`src/rtl/stopwatch_pkg.sv`:
```
// Shared types and constants for the MM:SS stopwatch: run/pause states, BCD digit limits,
// one-hot digit tags and default timing parameters.
package stopwatch_pkg;

    typedef enum logic [1:0] {
        ST_IDLE  = 2'd0,
        ST_RUN   = 2'd1,
        ST_PAUSE = 2'd2
    } sw_state_e;

    localparam logic [3:0] DIGIT_MAX9 = 4'd9;
    localparam logic [3:0] DIGIT_MAX5 = 4'd5;

    localparam logic [3:0] TAG_M10 = 4'b1000;
    localparam logic [3:0] TAG_M1  = 4'b0100;
    localparam logic [3:0] TAG_S10 = 4'b0010;
    localparam logic [3:0] TAG_S1  = 4'b0001;

    localparam int DEF_TICK_CYCLES = 100000000;
    localparam int DEF_DIGIT_HOLD  = 1600000;

endpackage

```
`src/rtl/button_sync.sv`:
```
// Two-flop synchronizer for an asynchronous button level followed by a rising-edge detect.
module button_sync (
    input  logic clk,
    input  logic rst_n,
    input  logic i_btn,
    output logic o_rise
);
    logic r_sync1;
    logic r_sync2;
    logic r_prev;

    always_ff @(posedge clk or negedge rst_n) begin
        if (!rst_n) begin
            r_sync1 <= 1'b0;
            r_sync2 <= 1'b0;
            r_prev  <= 1'b0;
        end else begin
            r_sync1 <= i_btn;
            r_sync2 <= r_sync1;
            r_prev  <= r_sync2;
        end
    end

    assign o_rise = r_sync2 & ~r_prev;

endmodule

```
`src/rtl/stopwatch_digits.sv`:
```
// MM:SS BCD stopwatch presenting one one-hot-tagged digit at a time to a seven-segment scanner.
// Define STOPWATCH_SATURATE_EN to hold at 99:59 and force PAUSE instead of wrapping to 00:00.
module stopwatch_digits
    import stopwatch_pkg::*;
#(
    parameter int TICK_CYCLES = DEF_TICK_CYCLES,
    parameter int tickBits    = 27,
    parameter int DIGIT_HOLD  = DEF_DIGIT_HOLD,
    parameter int holdBits    = 21
) (
    input  logic       clk,
    input  logic       rst,
    input  logic       start_stop,
    input  logic       clear,
    output logic [3:0] number,
    output logic [3:0] currLED,
    output logic       running,
    output logic       wrap
);
    localparam logic [tickBits-1:0] TICK_LAST = tickBits'(TICK_CYCLES - 1);
    localparam logic [holdBits-1:0] HOLD_LAST = holdBits'(DIGIT_HOLD - 1);

    sw_state_e           r_state;
    logic [tickBits-1:0] r_presc;
    logic [holdBits-1:0] r_scan;
    logic [3:0]          r_digit [4];
    logic [3:0]          r_led;
    logic [3:0]          r_number;
    logic                r_running;
    logic                r_wrap;
`ifdef STOPWATCH_SATURATE_EN
    logic                r_sat;
`endif
    logic                w_start_edge;
    logic                w_tick;
    logic                w_at_max;
    logic [3:0]          w_at_lim;
    logic [3:0]          w_cin;
    logic [3:0]          w_next [4];
    logic [3:0]          w_sel;

    button_sync u_start (
        .clk    (clk),
        .rst_n  (rst),
        .i_btn  (start_stop),
        .o_rise (w_start_edge)
    );

    assign w_tick   = (r_presc == TICK_LAST);
    assign w_at_max = &w_at_lim;

    // Digit 0 is seconds ones; digit 1 (seconds tens) is the only one that rolls over at 5.
    genvar gi;
    generate
        for (gi = 0; gi < 4; gi++) begin : g_digit
            localparam logic [3:0] LIM = (gi == 1) ? DIGIT_MAX5 : DIGIT_MAX9;
            assign w_at_lim[gi] = (r_digit[gi] == LIM);
            if (gi == 0) begin : g_c0
                assign w_cin[gi] = 1'b1;
            end else begin : g_cn
                assign w_cin[gi] = &w_at_lim[gi-1:0];
            end
            assign w_next[gi] = !w_cin[gi]   ? r_digit[gi] :
                                w_at_lim[gi] ? 4'd0        : r_digit[gi] + 4'd1;
        end
    endgenerate

    always_ff @(posedge clk or negedge rst) begin
        if (!rst) begin
            r_state   <= ST_IDLE;
            r_presc   <= '0;
            r_running <= 1'b0;
            r_wrap    <= 1'b0;
            for (int i = 0; i < 4; i++) r_digit[i] <= 4'd0;
`ifdef STOPWATCH_SATURATE_EN
            r_sat     <= 1'b0;
`endif
        end else if (clear) begin
            r_state   <= ST_IDLE;
            r_presc   <= '0;
            r_running <= 1'b0;
            r_wrap    <= 1'b0;
            for (int i = 0; i < 4; i++) r_digit[i] <= 4'd0;
`ifdef STOPWATCH_SATURATE_EN
            r_sat     <= 1'b0;
`endif
        end else begin
            r_wrap <= 1'b0;
            case (r_state)
                ST_IDLE: begin
                    r_presc <= '0;
                    if (w_start_edge) begin
                        r_state   <= ST_RUN;
                        r_running <= 1'b1;
                    end
                end
                ST_RUN: begin
                    // The tick is still applied when a start edge lands in the same cycle.
                    if (w_start_edge) begin
                        r_state   <= ST_PAUSE;
                        r_running <= 1'b0;
                    end
                    if (w_tick) begin
                        r_presc <= '0;
                        r_wrap  <= w_at_max;
`ifdef STOPWATCH_SATURATE_EN
                        if (w_at_max) begin
                            r_state   <= ST_PAUSE;
                            r_running <= 1'b0;
                            r_sat     <= 1'b1;
                        end else begin
                            r_digit <= w_next;
                        end
`else
                        r_digit <= w_next;
`endif
                    end else begin
                        r_presc <= r_presc + 1'b1;
                    end
                end
                ST_PAUSE: begin
                    if (w_start_edge) begin
                        r_state   <= ST_RUN;
                        r_running <= 1'b1;
`ifdef STOPWATCH_SATURATE_EN
                        if (r_sat) begin
                            for (int i = 0; i < 4; i++) r_digit[i] <= 4'd0;
                            r_sat <= 1'b0;
                        end
`endif
                    end
                end
                default: begin
                    r_state   <= ST_IDLE;
                    r_running <= 1'b0;
                end
            endcase
        end
    end

    always_comb begin
        w_sel = 4'd0;
        case (r_led)
            TAG_M10: w_sel = r_digit[3];
            TAG_M1:  w_sel = r_digit[2];
            TAG_S10: w_sel = r_digit[1];
            TAG_S1:  w_sel = r_digit[0];
            default: w_sel = 4'd0;
        endcase
    end

    // Scan runs in every state so the display keeps refreshing while idle or paused.
    always_ff @(posedge clk or negedge rst) begin
        if (!rst) begin
            r_scan   <= '0;
            r_led    <= TAG_M10;
            r_number <= 4'd0;
        end else begin
            if (r_scan == HOLD_LAST) begin
                r_scan <= '0;
                r_led  <= {r_led[0], r_led[3:1]};
            end else begin
                r_scan <= r_scan + 1'b1;
            end
            r_number <= w_sel;
        end
    end

    assign number  = r_number;
    assign currLED = r_led;
    assign running = r_running;
    assign wrap    = r_wrap;

endmodule

```
`config.mk`:
```
export PLATFORM = sky130hd
export DESIGN_NAME = stopwatch_digits
export DESIGN_NICKNAME = d
export VERILOG_FILES = /design/src/rtl/stopwatch_pkg.sv /design/src/rtl/button_sync.sv /design/src/rtl/stopwatch_digits.sv
export SDC_FILE = /design/constraint.sdc
export NUM_CORES = 1
export LEC_CHECK = 0
export BUFFER_PORTS_ARGS = -buffer_cell sky130_fd_sc_hd__buf_2
export CAP_MARGIN = 40
export CORE_ASPECT_RATIO = 2
export CORE_UTILIZATION = 60
export DETAILED_ROUTE_END_ITERATION = 10
export PLACE_DENSITY = 0.89
export SYNTH_ARGS = -nofsm -noshare
export SYNTH_HDL_FRONTEND = slang
export SYNTH_SLANG_ARGS = --single-unit
```
`constraint.sdc`:
```
create_clock -name clk -period 2.62 [get_ports clk]
set_input_delay 0.131 -clock clk [delete_from_list [all_inputs] [get_ports clk]]
set_output_delay 0.131 -clock clk [all_outputs]
set_load 0.005 [all_outputs]
```
==> flow_summary.json <==
{
  "synth_cell_type_count": 56,
  "reg2regPathDepth": 7,
  "crit_family": "simple AND/OR/NAND/NOR gates",
  "crit_path_cell_trace": "inv_1 -> ha_1 -> and3b_1 -> nand4_4 -> or4_4 -> or4_1 -> a21oi_1",
  "port_buffers": 13,
  "cts_tree": "done",
  "min_path_type": "in2reg",
  "min_to": "r_presc[1]$_DFFE_PN0P_",
  "ios": 14,
  "final.setup_skew_ns": 0.006303,
  "postCtsSetupRepairBufs": 0,
  "final_cells": 529,
  "clock_sinks": 79,
  "power.density_mw_per_mm2": 586.6,
  "grt_pass1_wl_mm": 15.26,
  "crit_type": "reg2reg",
  "row_count": 42,
  "slew_viol_final": 0,
  "drt_iter0_drc": 276,
  "track_usage_pct": 28.68,
  "syn_nets": 426,
  "syn_area_sq_mm": 0.004086,
  "place.gp.congestion": 0.8941,
  "yosysMostFrequentCell": "dfrtp_1",
  "antenna_found_initial": 0,
  "vdd_drop_max_uv": 444.0,
  "cts.clk_slew.worst_paths_ns": 0.06,
  "start_kind": "register",
  "period_share_pct": 90.74,
  "relSlewSlack_pct": 55.24,
  "antenna_cells": 0,
  "ys.flop_type": "dfrtp_1",
  "dp_hpwl_mm": 5.944,
  "synth_edf_count": 0,
  "grt_pass1_vias": 3252,
  "cts_made_buffers": 9,
  "post_drt_via_cell_ratio": 6.151,
  "cap_viol_max_count": 0,
  "crit_arrival_ns": 2.65,
  "grt_max_degree": 52,
  "outcome": "complete, no violations",
  "die_h_um": 118.7,
  "fin_area_sq_mm": 0.004658,
  "die_w_um": 60.36,
  "final_hold_viol_count": 0,
  "tns_ns": 0,
  "ctsRootBufferMaster": "clkbuf_16",
  "fin_hold_ws_ns": 0.2208,
  "synth_commonest_cells": "dfrtp_1, nor2_1, nand2_1",
  "drc_errors": 0,
  "vias": 3254,
  "hold_buffers": 2,
  "synthCells": 412,
  "async_flop_share_pct": 100.0,
  "synth_top_area_share_pct": 47.76,
  "reg2reg_from": "r_digit[13]$_DFFE_PN0P_",
  "yosysWarningCount": 0,
  "worstSkewPairLatency_ns": 0.34,
  "ctsLongestPathBuffers": 2,
  "hp-start": "clear",
  "routedWlPerCell_um": 17.16,
  "area_growth_pct": 13.99,
  "slowest_stage": "or4_4",
  "rsz0062_at_grt": "no",
  "min_period_ns": 2.377,
  "path_max_fanout": 6,
  "placed_cell_area_sq_mm": 0.004292,
  "post_cts_resized": 0,
  "critPathBufInv": 1,
  "final_layout_size_suffix_gt1_share_pct": 12.47,
  "p_leak_nw": 2.062,
  "die-area_sq_mm": 0.007165,
  "initial_core_util_pct": 61.72,
  "coreArea_sq_mm": 0.006621,
  "postSynthAreaPerCell_sq_um": 9.918,
  "holdPathStages": 4,
  "ys_top_cells_by_area": "dfrtp_1, nor2_1, xor2_1",
  "synth_top_cell_by_area": "dfrtp_1",
  "antenna_left": 0,
  "setup_viol": 0,
  "dpl.cell_count": 511,
  "ys_ff_latch": 79,
  "r2r-end": "r_digit[6]$_DFFE_PN0P_",
  "max_slew.worst_pin.slew_ns": 0.6653,
  "end_kind": "register",
  "drt_first_pass_iters": 4,
  "r2r_slack_ns": 0.24,
  "cp.required_ns": 2.89,
  "nets": 450,
  "seq_area_frac_synth_pct": 48.41,
  "overflow": 0,
  "drt_wl_total_mm": 9.075,
  "cpPeakStageDelay_ns": 0.61,
  "htree_levels": 3,
  "fmax_mhz": 420.6
}
[how the worst max path moves through the flow]
stage                             from                     end  cells past startpoint
5_1_grt        r_digit[13]$_DFFE_PN0P_  r_digit[6]$_DFFE_PN0P_                      7
3_3_place_gp   r_digit[13]$_DFFE_PN0P_  r_digit[6]$_DFFE_PN0P_                      7
3_5_place_dp   r_digit[13]$_DFFE_PN0P_  r_digit[6]$_DFFE_PN0P_                      7
4_1_cts        r_digit[13]$_DFFE_PN0P_  r_digit[6]$_DFFE_PN0P_                      7
2_1_floorplan  r_digit[13]$_DFFE_PN0P_  r_digit[6]$_DFFE_PN0P_                      7
6_report       r_digit[13]$_DFFE_PN0P_  r_digit[6]$_DFFE_PN0P_                      7
[per-layer routing]
| layer | track usage, % | up-vias | routed length (um) |
|---|---|---|---|
| met5 | 0 | - | 0 |
| met4 | 16.86 | 0 | 311 |
| met3 | 6.674 | 33 | 301 |
| met2 | 47.66 | 104 | 5091 |
| met1 | 31.64 | 1610 | 3371 |
| li1 | - | 1507 | - |
[cells by family (layout without fill, tap and decap cells)]
| kind of cell | count (synthesis) | in the layout | share of synthesized area [%] |
|---|---|---|---|
| AO/OA/AOI/OAI | 47 | 47 | 7.104 |
| flip-flops | 79 | 79 | 48.41 |
| multiplexers | 14 | 14 | 3.582 |
| XOR/XNOR | 37 | 37 | 7.930 |
| AND/OR/NAND/NOR | 206 | 206 | 27.99 |
| buffers and inverters | 19 | 48 | 1.929 |
| adder cells (fa/ha/maj) | 10 | 10 | 3.062 |
[flip-flops by register name (all words and copies together) (netlist names)]
signal           flops
r_presc             27
r_scan              21
r_digit             16
currLED              4
number               4
r_state              2
running              1
u_start.r_prev       1
u_start.r_sync1      1
u_start.r_sync2      1
wrap                 1
[power breakdown]
group	internal, mW	switching, mW	leakage (nW)	total (mW)
Sequential	1.23	0.00553	1.08	1.23
Clock	0.933	0.502	0.170	1.43
Combinational	0.0192	0.0467	0.815	0.0659
[worst min-delay path, delay by kind of cell]
family	cells	cell delay [ns]
buffers and inverters	1	0.10
AO/OA/AOI/OAI	1	0.08
AND/OR/NAND/NOR	2	0.21
[area by class of cell]
type	count	area [sq um]
clock buffer	9	225.2
clock inverter	7	121.4
fill	464	1963
inverter	11	41.29
multi-input combinational	314	2029
sequential	79	1978
tap	88	110.1
timing repair buffer	21	152.6
[cells in the final DEF, fill, tap and decap left out, types with 12 or more instances in the layout]
cell and count:
xnor2_1 13, buf_2 12, xor2_1 24, a21oi_1 13
nand3_1 19, nand4_1 21, nand2_1 31, o21ai_0 12
nor2_1 68, dfrtp_1 78
[stage by stage]
stage	worst slack, ns	total power [mW]	util [%]
2_1_floorplan	0.5034	1.276	-
3_3_place_gp	0.4191	1.311	64.40
3_5_place_dp	0.3051	1.318	64.81
4_1_cts	0.2661	2.743	70.35
5_1_grt	0.1380	2.820	70.35
6_report	0.2427	2.732	70.35
(Power assumes the default switching activity.)
